--- src/rtl/arb_pkg.sv ---
// Shared types and helpers for the grant-driven packet mux.
package arb_pkg;

  typedef enum logic {
    IDLE   = 1'b0,
    LOCKED = 1'b1
  } arb_state_e;

  // Index width for an N-entry port set; never narrower than one bit.
  function automatic int idx_w(input int n);
    return (n > 1) ? $clog2(n) : 1;
  endfunction

endpackage

--- src/rtl/arb_oh2idx.sv ---
// One-hot to binary index encoder with a one-hot validity flag.
module arb_oh2idx
  import arb_pkg::*;
#(
  parameter int N  = 4,
  parameter int IW = idx_w(N)
) (
  input  logic [N-1:0]  oh,
  output logic [IW-1:0] idx,
  output logic          is_onehot
);

  // OR together the indices of set bits; only meaningful when one-hot.
  always_comb begin
    idx = '0;
    for (int i = 0; i < N; i++)
      if (oh[i]) idx = idx | IW'(i);
  end

  assign is_onehot = $onehot(oh);

endmodule

--- src/rtl/arb_grant_mux.sv ---
// Packet-locking mux steered by an upstream one-hot grant, with a
// single full-throughput output register.
module arb_grant_mux
  import arb_pkg::*;
#(
  parameter int N = 4,
  parameter int W = 32
) (
  input  logic                  clk,
  input  logic                  rst,
  input  logic [N-1:0]          grant,
  input  logic [N-1:0]          in_valid,
  input  logic [N-1:0][W-1:0]   in_data,
  input  logic [N-1:0]          in_last,
  output logic [N-1:0]          in_ready,
  output logic                  out_valid,
  output logic [W-1:0]          out_data,
  output logic                  out_last,
  output logic [idx_w(N)-1:0]   out_src,
  input  logic                  out_ready,
  output logic                  busy,
  output logic                  grant_err
);

  localparam int IW = idx_w(N);

  arb_state_e    state_q, state_d;
  logic [IW-1:0] lock_q;
  logic [IW-1:0] g_idx;
  logic          g_oh;
  logic          sel_ok;
  logic [IW-1:0] sel_idx;
  logic          can_load;
  logic          go;
  logic          accept;

  arb_oh2idx #(.N(N), .IW(IW)) u_oh2idx (
    .oh        (grant),
    .idx       (g_idx),
    .is_onehot (g_oh)
  );

  // Output register can take a beat when empty or draining this cycle.
  assign can_load = !out_valid || out_ready;

  // Source selection: the lock owner while locked, else a clean grant.
  always_comb begin
    sel_ok  = 1'b0;
    sel_idx = '0;
    if (state_q == LOCKED) begin
      sel_ok  = 1'b1;
      sel_idx = lock_q;
    end else if (g_oh) begin
      sel_ok  = 1'b1;
      sel_idx = g_idx;
    end
  end

  // Ready is a function of state, grant and output space only, never
  // of in_valid, and is forced low while reset is held.
  assign go = !rst && sel_ok && can_load;

  for (genvar i = 0; i < N; i++) begin : g_rdy
    assign in_ready[i] = go && (sel_idx == IW'(i));
  end

  assign accept = go && in_valid[sel_idx];

  // Next state: any accepted beat decides lock by its last flag.
  always_comb begin
    state_d = state_q;
    if (accept) state_d = in_last[sel_idx] ? IDLE : LOCKED;
  end

  // State and lock owner.
  always_ff @(posedge clk or posedge rst) begin
    if (rst) begin
      state_q <= IDLE;
      lock_q  <= '0;
    end else begin
      state_q <= state_d;
      if (accept) lock_q <= sel_idx;
    end
  end

  // Output stage: load replaces (or follows) a draining beat, else drain.
  always_ff @(posedge clk or posedge rst) begin
    if (rst) begin
      out_valid <= 1'b0;
      out_data  <= '0;
      out_last  <= 1'b0;
      out_src   <= '0;
    end else if (accept) begin
      out_valid <= 1'b1;
      out_data  <= in_data[sel_idx];
      out_last  <= in_last[sel_idx];
      out_src   <= sel_idx;
    end else if (out_ready) begin
      out_valid <= 1'b0;
    end
  end

  // Sticky flag for a grant with more than one bit set.
  always_ff @(posedge clk or posedge rst) begin
    if (rst)                   grant_err <= 1'b0;
    else if (|grant && !g_oh)  grant_err <= 1'b1;
  end

  assign busy = (state_q == LOCKED);

endmodule

--- config.mk ---
export PLATFORM = sky130hd
export DESIGN_NAME = arb_grant_mux
export DESIGN_NICKNAME = d
export VERILOG_FILES = /design/src/rtl/arb_pkg.sv /design/src/rtl/arb_oh2idx.sv /design/src/rtl/arb_grant_mux.sv
export SDC_FILE = /design/constraint.sdc
export NUM_CORES = 1
export LEC_CHECK = 0
export ABC_AREA = 1
export CAP_MARGIN = 20
export CORE_ASPECT_RATIO = 2
export CORE_UTILIZATION = 55
export DETAILED_ROUTE_END_ITERATION = 10
export DONT_BUFFER_PORTS = 1
export MAX_ROUTING_LAYER = met4
export PLACE_DENSITY = 0.68
export SETUP_SLACK_MARGIN = 0.1
export SLEW_MARGIN = 20
export SYNTH_ARGS = -nofsm -noshare
export SYNTH_HDL_FRONTEND = slang
export SYNTH_HIERARCHICAL = 1
export SYNTH_SLANG_ARGS = --single-unit
--- constraint.sdc ---
create_clock -name clk -period 6.5 [get_ports clk]
set_input_delay 1.3 -clock clk [delete_from_list [all_inputs] [get_ports clk]]
set_output_delay 1.3 -clock clk [all_outputs]
set_load 0.01 [all_outputs]
## Yosys cells after proc, flatten, opt, wreduce, memory -nomap -nowiden

Index checks and enable logic that the tools add are counted.

- Add/sub/neg operators: 3
- $lt $le $gt $ge: 1
- Equal/unequal tests: 4
- Multiplexer cells: 16
- Reductions and logical operators: 15

Operators by type and width:

| operator | number |
|---|---|
| $bmux 32 s2 | 1 |
| $mux 32 | 1 |
| $logic_and 1x1->1 | 8 |
| $mux 1 | 8 |
| $mux 2 | 4 |
| $add 1x1->2 | 2 |
| $bmux 1 s2 | 2 |
| $eq 2x2->1 const B | 2 |
| $reduce_or 4->1 | 1 |
| $add 3x3->3 | 1 |
| $eq 3x1->1 const B | 1 |
| $logic_not 1->1 | 3 |
| $lt 2x3->1 const B | 1 |
| $eq 2x1->1 const B | 1 |
| $logic_not 2->1 | 1 |
| $reduce_bool 2->1 | 1 |
| $logic_or 1x1->1 | 1 |

- Register bits: 38
- Input bits: 143
- Output and inout port bits: 42
- Word-level logic and storage cells: 45

## Depth between registers and ports, before layout

- Word-level depth: 9
- Gate-level depth with buffers: 19
- Mapped depth without buffers: 18

## Hierarchy

Netlist, hierarchy kept.

Modules (own cells, without submodules):

| module | times used | cells each | area each (µm²) | sequential area each (µm²) |
|---|---|---|---|---|
| arb_grant_mux | 1 | 531 | 3,017.9 | 950.9 |
| arb_oh2idx | 1 | 13 | 85.1 | 0.0 |

## Least setup slack after synthesis

Ideal clock, no wire load.

- Kind: input port to output port
- From: in grant[0]
- To: out in_ready[2]
- Arrival time: 3.372 ns
- Data required time: 5.200 ns
- Slack: 1.828 ns
- Stages on the path: 13
- Path buffers: 1
- Cell sequence: inv_1 fa_1 inv_1 ha_1 ha_1 inv_1 nand2_1 nor2_1 nand2_1 nand2_1 nand2_2 clkbuf_1 nor3_1

- Word-level cells in the longest chain between the ends: 8
- Elaborated cells on any way between the ends: 11
- Those cells by class: add/sub (2); eq/ne (2); mux (4); reduce/logical (3)

Ends and longest elaborated chain:

| item | line | RTL |
|---|---|---|
| from (decl) | arb_grant_mux.sv:11 | `input logic [N-1:0] grant,` |
| $add 1x1->2 (not written as such) * | arb_oh2idx.sv:20 | `assign is_onehot = $onehot(oh);` |
| $add 3x3->3 (not written as such) * | arb_oh2idx.sv:20 |  |
| $eq 3x1->1 * | arb_oh2idx.sv:20 |  |
| named net g_oh | arb_grant_mux.sv:30 | `logic g_oh;` |
| $mux 1 | arb_grant_mux.sv:53 | `end else if (g_oh) begin` |
| $mux 1 | arb_grant_mux.sv:50 | `if (state_q == LOCKED) begin` |
| $logic_and 1x1->1 (2 in a row) | arb_grant_mux.sv:61 | `assign go = !rst && sel_ok && can_load;` |
| $logic_and 1x1->1 * | arb_grant_mux.sv:64 | `assign in_ready[i] = go && (sel_idx == IW'(i));` |
| to (decl) | arb_grant_mux.sv:15 | `output logic [N-1:0] in_ready,` |

Mark *: on every way through the listed nets, which the timed path passes. The rest lies on a longest branch.

## Worst setup path in the final report

- From: in grant[0]
- To: out in_ready[0]

Same word-level chain as after synthesis.

==> results.py <==
metrics = {
    "floorplanning": {
        "die_y_um": 108.2,
        "start_util": 0.5725,
        "ios": 185,
        "core_area_um2": 5420,
        "dieWidth_um": 55.11,
        "die-area_um2": 5964,
        "placementRows": 38,
    },
    "clock_tree": {
        "cts_tree": "yes",
        "cts_sinks": 38,
        "clk_path_buf_depth": 2,
        "cts_root_buffer": "clkbuf_8",
        "cts_setup_buffers": 0,
        "cts_hold_buf": 0,
        "path_clk_slew_ns": 0.07,
        "cts_resized": 0,
        "clock_latency_ns": 0.29,
        "cts_buffers": 5,
        "htreeDepth": 2,
    },
    "setup_path": {
        "worstSetupPathType": "input pin to primary output",
        "path_buf_inv": 4,
        "crit_required_ns": 5.20,
        "cp-end-kind": "primary output",
        "worstPathCellList": "inv_1 -> fa_1 -> inv_1 -> ha_1 -> ha_1 -> inv_1 -> nand2_1 -> nor2_1 -> nand2_1 -> nand2_2 -> nand2_2 -> inv_1 -> nor4_1",
        "critPathArrivalTime_ns": 3.84,
        "crit_path_max_fanout": 46,
        "cp_top_family": "simple AND/OR/NAND/NOR gates",
        "crit_path_frequent_cell": "inv_1",
        "critPathSlowestCell": "nand2_2",
        "cp_slowest_stage_delay_ns": 0.59,
        "startpoint_type": "input pin",
    },
    "synth": {
        "yosysWarningCount": 6,
        "syn_inst": 544,
        "ys_seq_area_frac": 0.3065,
        "yosysUniqueCellTypes": 21,
        "synth-main-ff-cell": "dfrtp_1",
        "syn_area_um2": 3103,
        "ys_ff_latch": 38,
        "synth.most_common_cell": "nand2_1",
        "synth_edf_count": 0,
        "yosys.area.top_type": "nand2_1",
        "synthTopCellsByArea": "nand2_1, dfrtp_1, nand3_1",
        "synth.top_cells.by_count": "nand2_1, nand3_1, dfrtp_1, inv_1",
        "synth_top_cell_area_share": 0.3956,
        "postSynthAreaPerCell_um2": 5.704,
        "synthArstFlopShare": 1.000,
        "synth_nets": 690,
    },
    "global_routing": {
        "gr-total-overflow": 0,
        "grt_usage": 0.3072,
        "grt_pass1_vias": 3010,
        "grt_first_pass_wirelength_um": 13140,
        "grt_antenna_before_repair": 0,
        "grt_max_degree": 72,
    },
    "sta": {
        "maxSlewViolCount": 0,
        "period_minus_slack_ns": 5.138,
        "tns_ns": 0,
        "setup_violations": 0,
        "skew_ns": 0.005945,
        "rsz0062_at_grt": "no",
        "max_slew.worst_pin.slew_ns": 0.8786,
        "hold_viol": 0,
        "fmax_mhz": 194.6,
        "relSlewSlack": 0.4129,
        "period_share": 0.7904,
        "worst_hold_slack_ns": 0.5428,
    },
    "placed_design": {
        "gp_congestion": 0.7910,
        "dp.cells": 574,
        "dp_hpwl_um": 6095,
        "io_buffers": 0,
    },
    "run_status": {
        "status": "completed",
    },
    "route": {
        "post_drt_wl_per_cell_um": 15.21,
        "met3_length_um": 577,
        "drt-met1-wl_um": 3405,
        "vias": 3265,
        "drtIter0Drc": 99,
        "viasPerCell": 5.610,
        "wl_met2_um": 4639,
        "drtAntennaViolNets": 0,
        "remaining_drc_errors": 0,
        "dr.pass1.iters": 4,
        "top_layer_used": "met4",
        "wirelength_um": 8852,
    },
    "worst_hold_path": {
        "hold_class": "register to register",
    },
    "cells_and_area": {
        "areaGrowthSynthToFinish_pct": 1.411,
        "multi_input_area_um2": 1928,
        "drive_above_1_share": 0.04215,
        "register_area_um2": 950.9,
        "nFillCells": 596,
        "fin_cells": 582,
        "fin_nets": 667,
        "antennaDiodeCount": 0,
    },
    "power_and_ir_drop": {
        "p_total_uw": 1618,
        "powerDensity_nw_per_um2": 514.2,
        "ir_drop_uv": 433.4,
        "power_leakage_uw": 0.001948,
    },
    "run": {
        "cap_violations": 0,
    },
}
-- state kept, by name, indices dropped and copies added (netlist names) --
name       count
out_data      32
lock_q         2
busy           1
grant_err      1
out_last       1
out_valid      1
-- cell families after synthesis --
group / share of synthesized area
adder cells (fa/ha/maj): 0.01452
AND/OR/NAND/NOR: 0.6028
AO/OA/AOI/OAI: 0.002420
flip-flops: 0.3065
buffers and inverters: 0.07379
-- routing by layer --
metal,up-vias,track usage
li1,1657,-
met5,-,-
met4,0,0.1214
met1,1463,0.3120
met3,17,0.06610
met2,128,0.5396
-- worst register-to-register path, delay by kind of cell, from the launching register on --
kind	cells	cell delay, ns
and+or+nand+nor	7	1.65
buffers and inverters	2	0.78
DFF	1	0.55
-- through the flow --
step	setup WS (ns)	util	cell area, µm²
4_1_cts	1.364	0.5806	3147
3_5_place_dp	1.329	0.5637	3055
2_1_floorplan	1.828	-	3103
5_1_grt	1.112	0.5806	3147
3_3_place_gp	1.446	0.5637	3055
6_report	1.362	0.5806	3147
-- layout make-up --
type	count	area share
multi-input cells	455	0.6127
repair buffers	6	0.01431
inverters	15	0.01789
clock buffers	7	0.02744
flip-flops and latches	38	0.3022
well taps	60	0.02386
clock inverters	1	0.001590
-- placed cells by master (no fill, tap or decap) --
cell      Yosys  routed
nor3_1        3       3
nor2_4        0       1
clkinv_2      0       1
nand2_4       2       2
nand3_1     105     105
dfrtp_1      38      38
ha_1          2       2
nand4_1       3       3
buf_4         2       6
inv_2         2       2
fa_1          1       1
inv_1        13      12
nand2_2       4       4
clkbuf_8      0       6
o21bai_1      1       1
nor2_1        3       3
clkbuf_1     12       1
or2_1         1       1
nand2_1     327     327
nor4_1        2       2
clkinv_1      0       1
-- power by group --
part	internal (µW)	total [µW]	switching, µW
clock	85.6	170	84.8
combinational	281	980	699
sequential	335	467	133
total	702	1620	916
-- worst paths after layout --
check	start	endpoint	slack [ns]	cells past startpoint
worst min register to register	out_data[23]	out_data[23]	0.54	2
max in group asynchronous	rst	out_data[9]	5.15	2
worst min-delay path	out_data[23]	out_data[23]	0.54	2
worst max register to register	busy	out_data[20]	3.41	9
min in group asynchronous	rst	lock_q[0]	1.00	2
worst max-delay path	grant[0]	in_ready[0]	1.36	13
No activity file was read; power rests on OpenSTA's default activity.
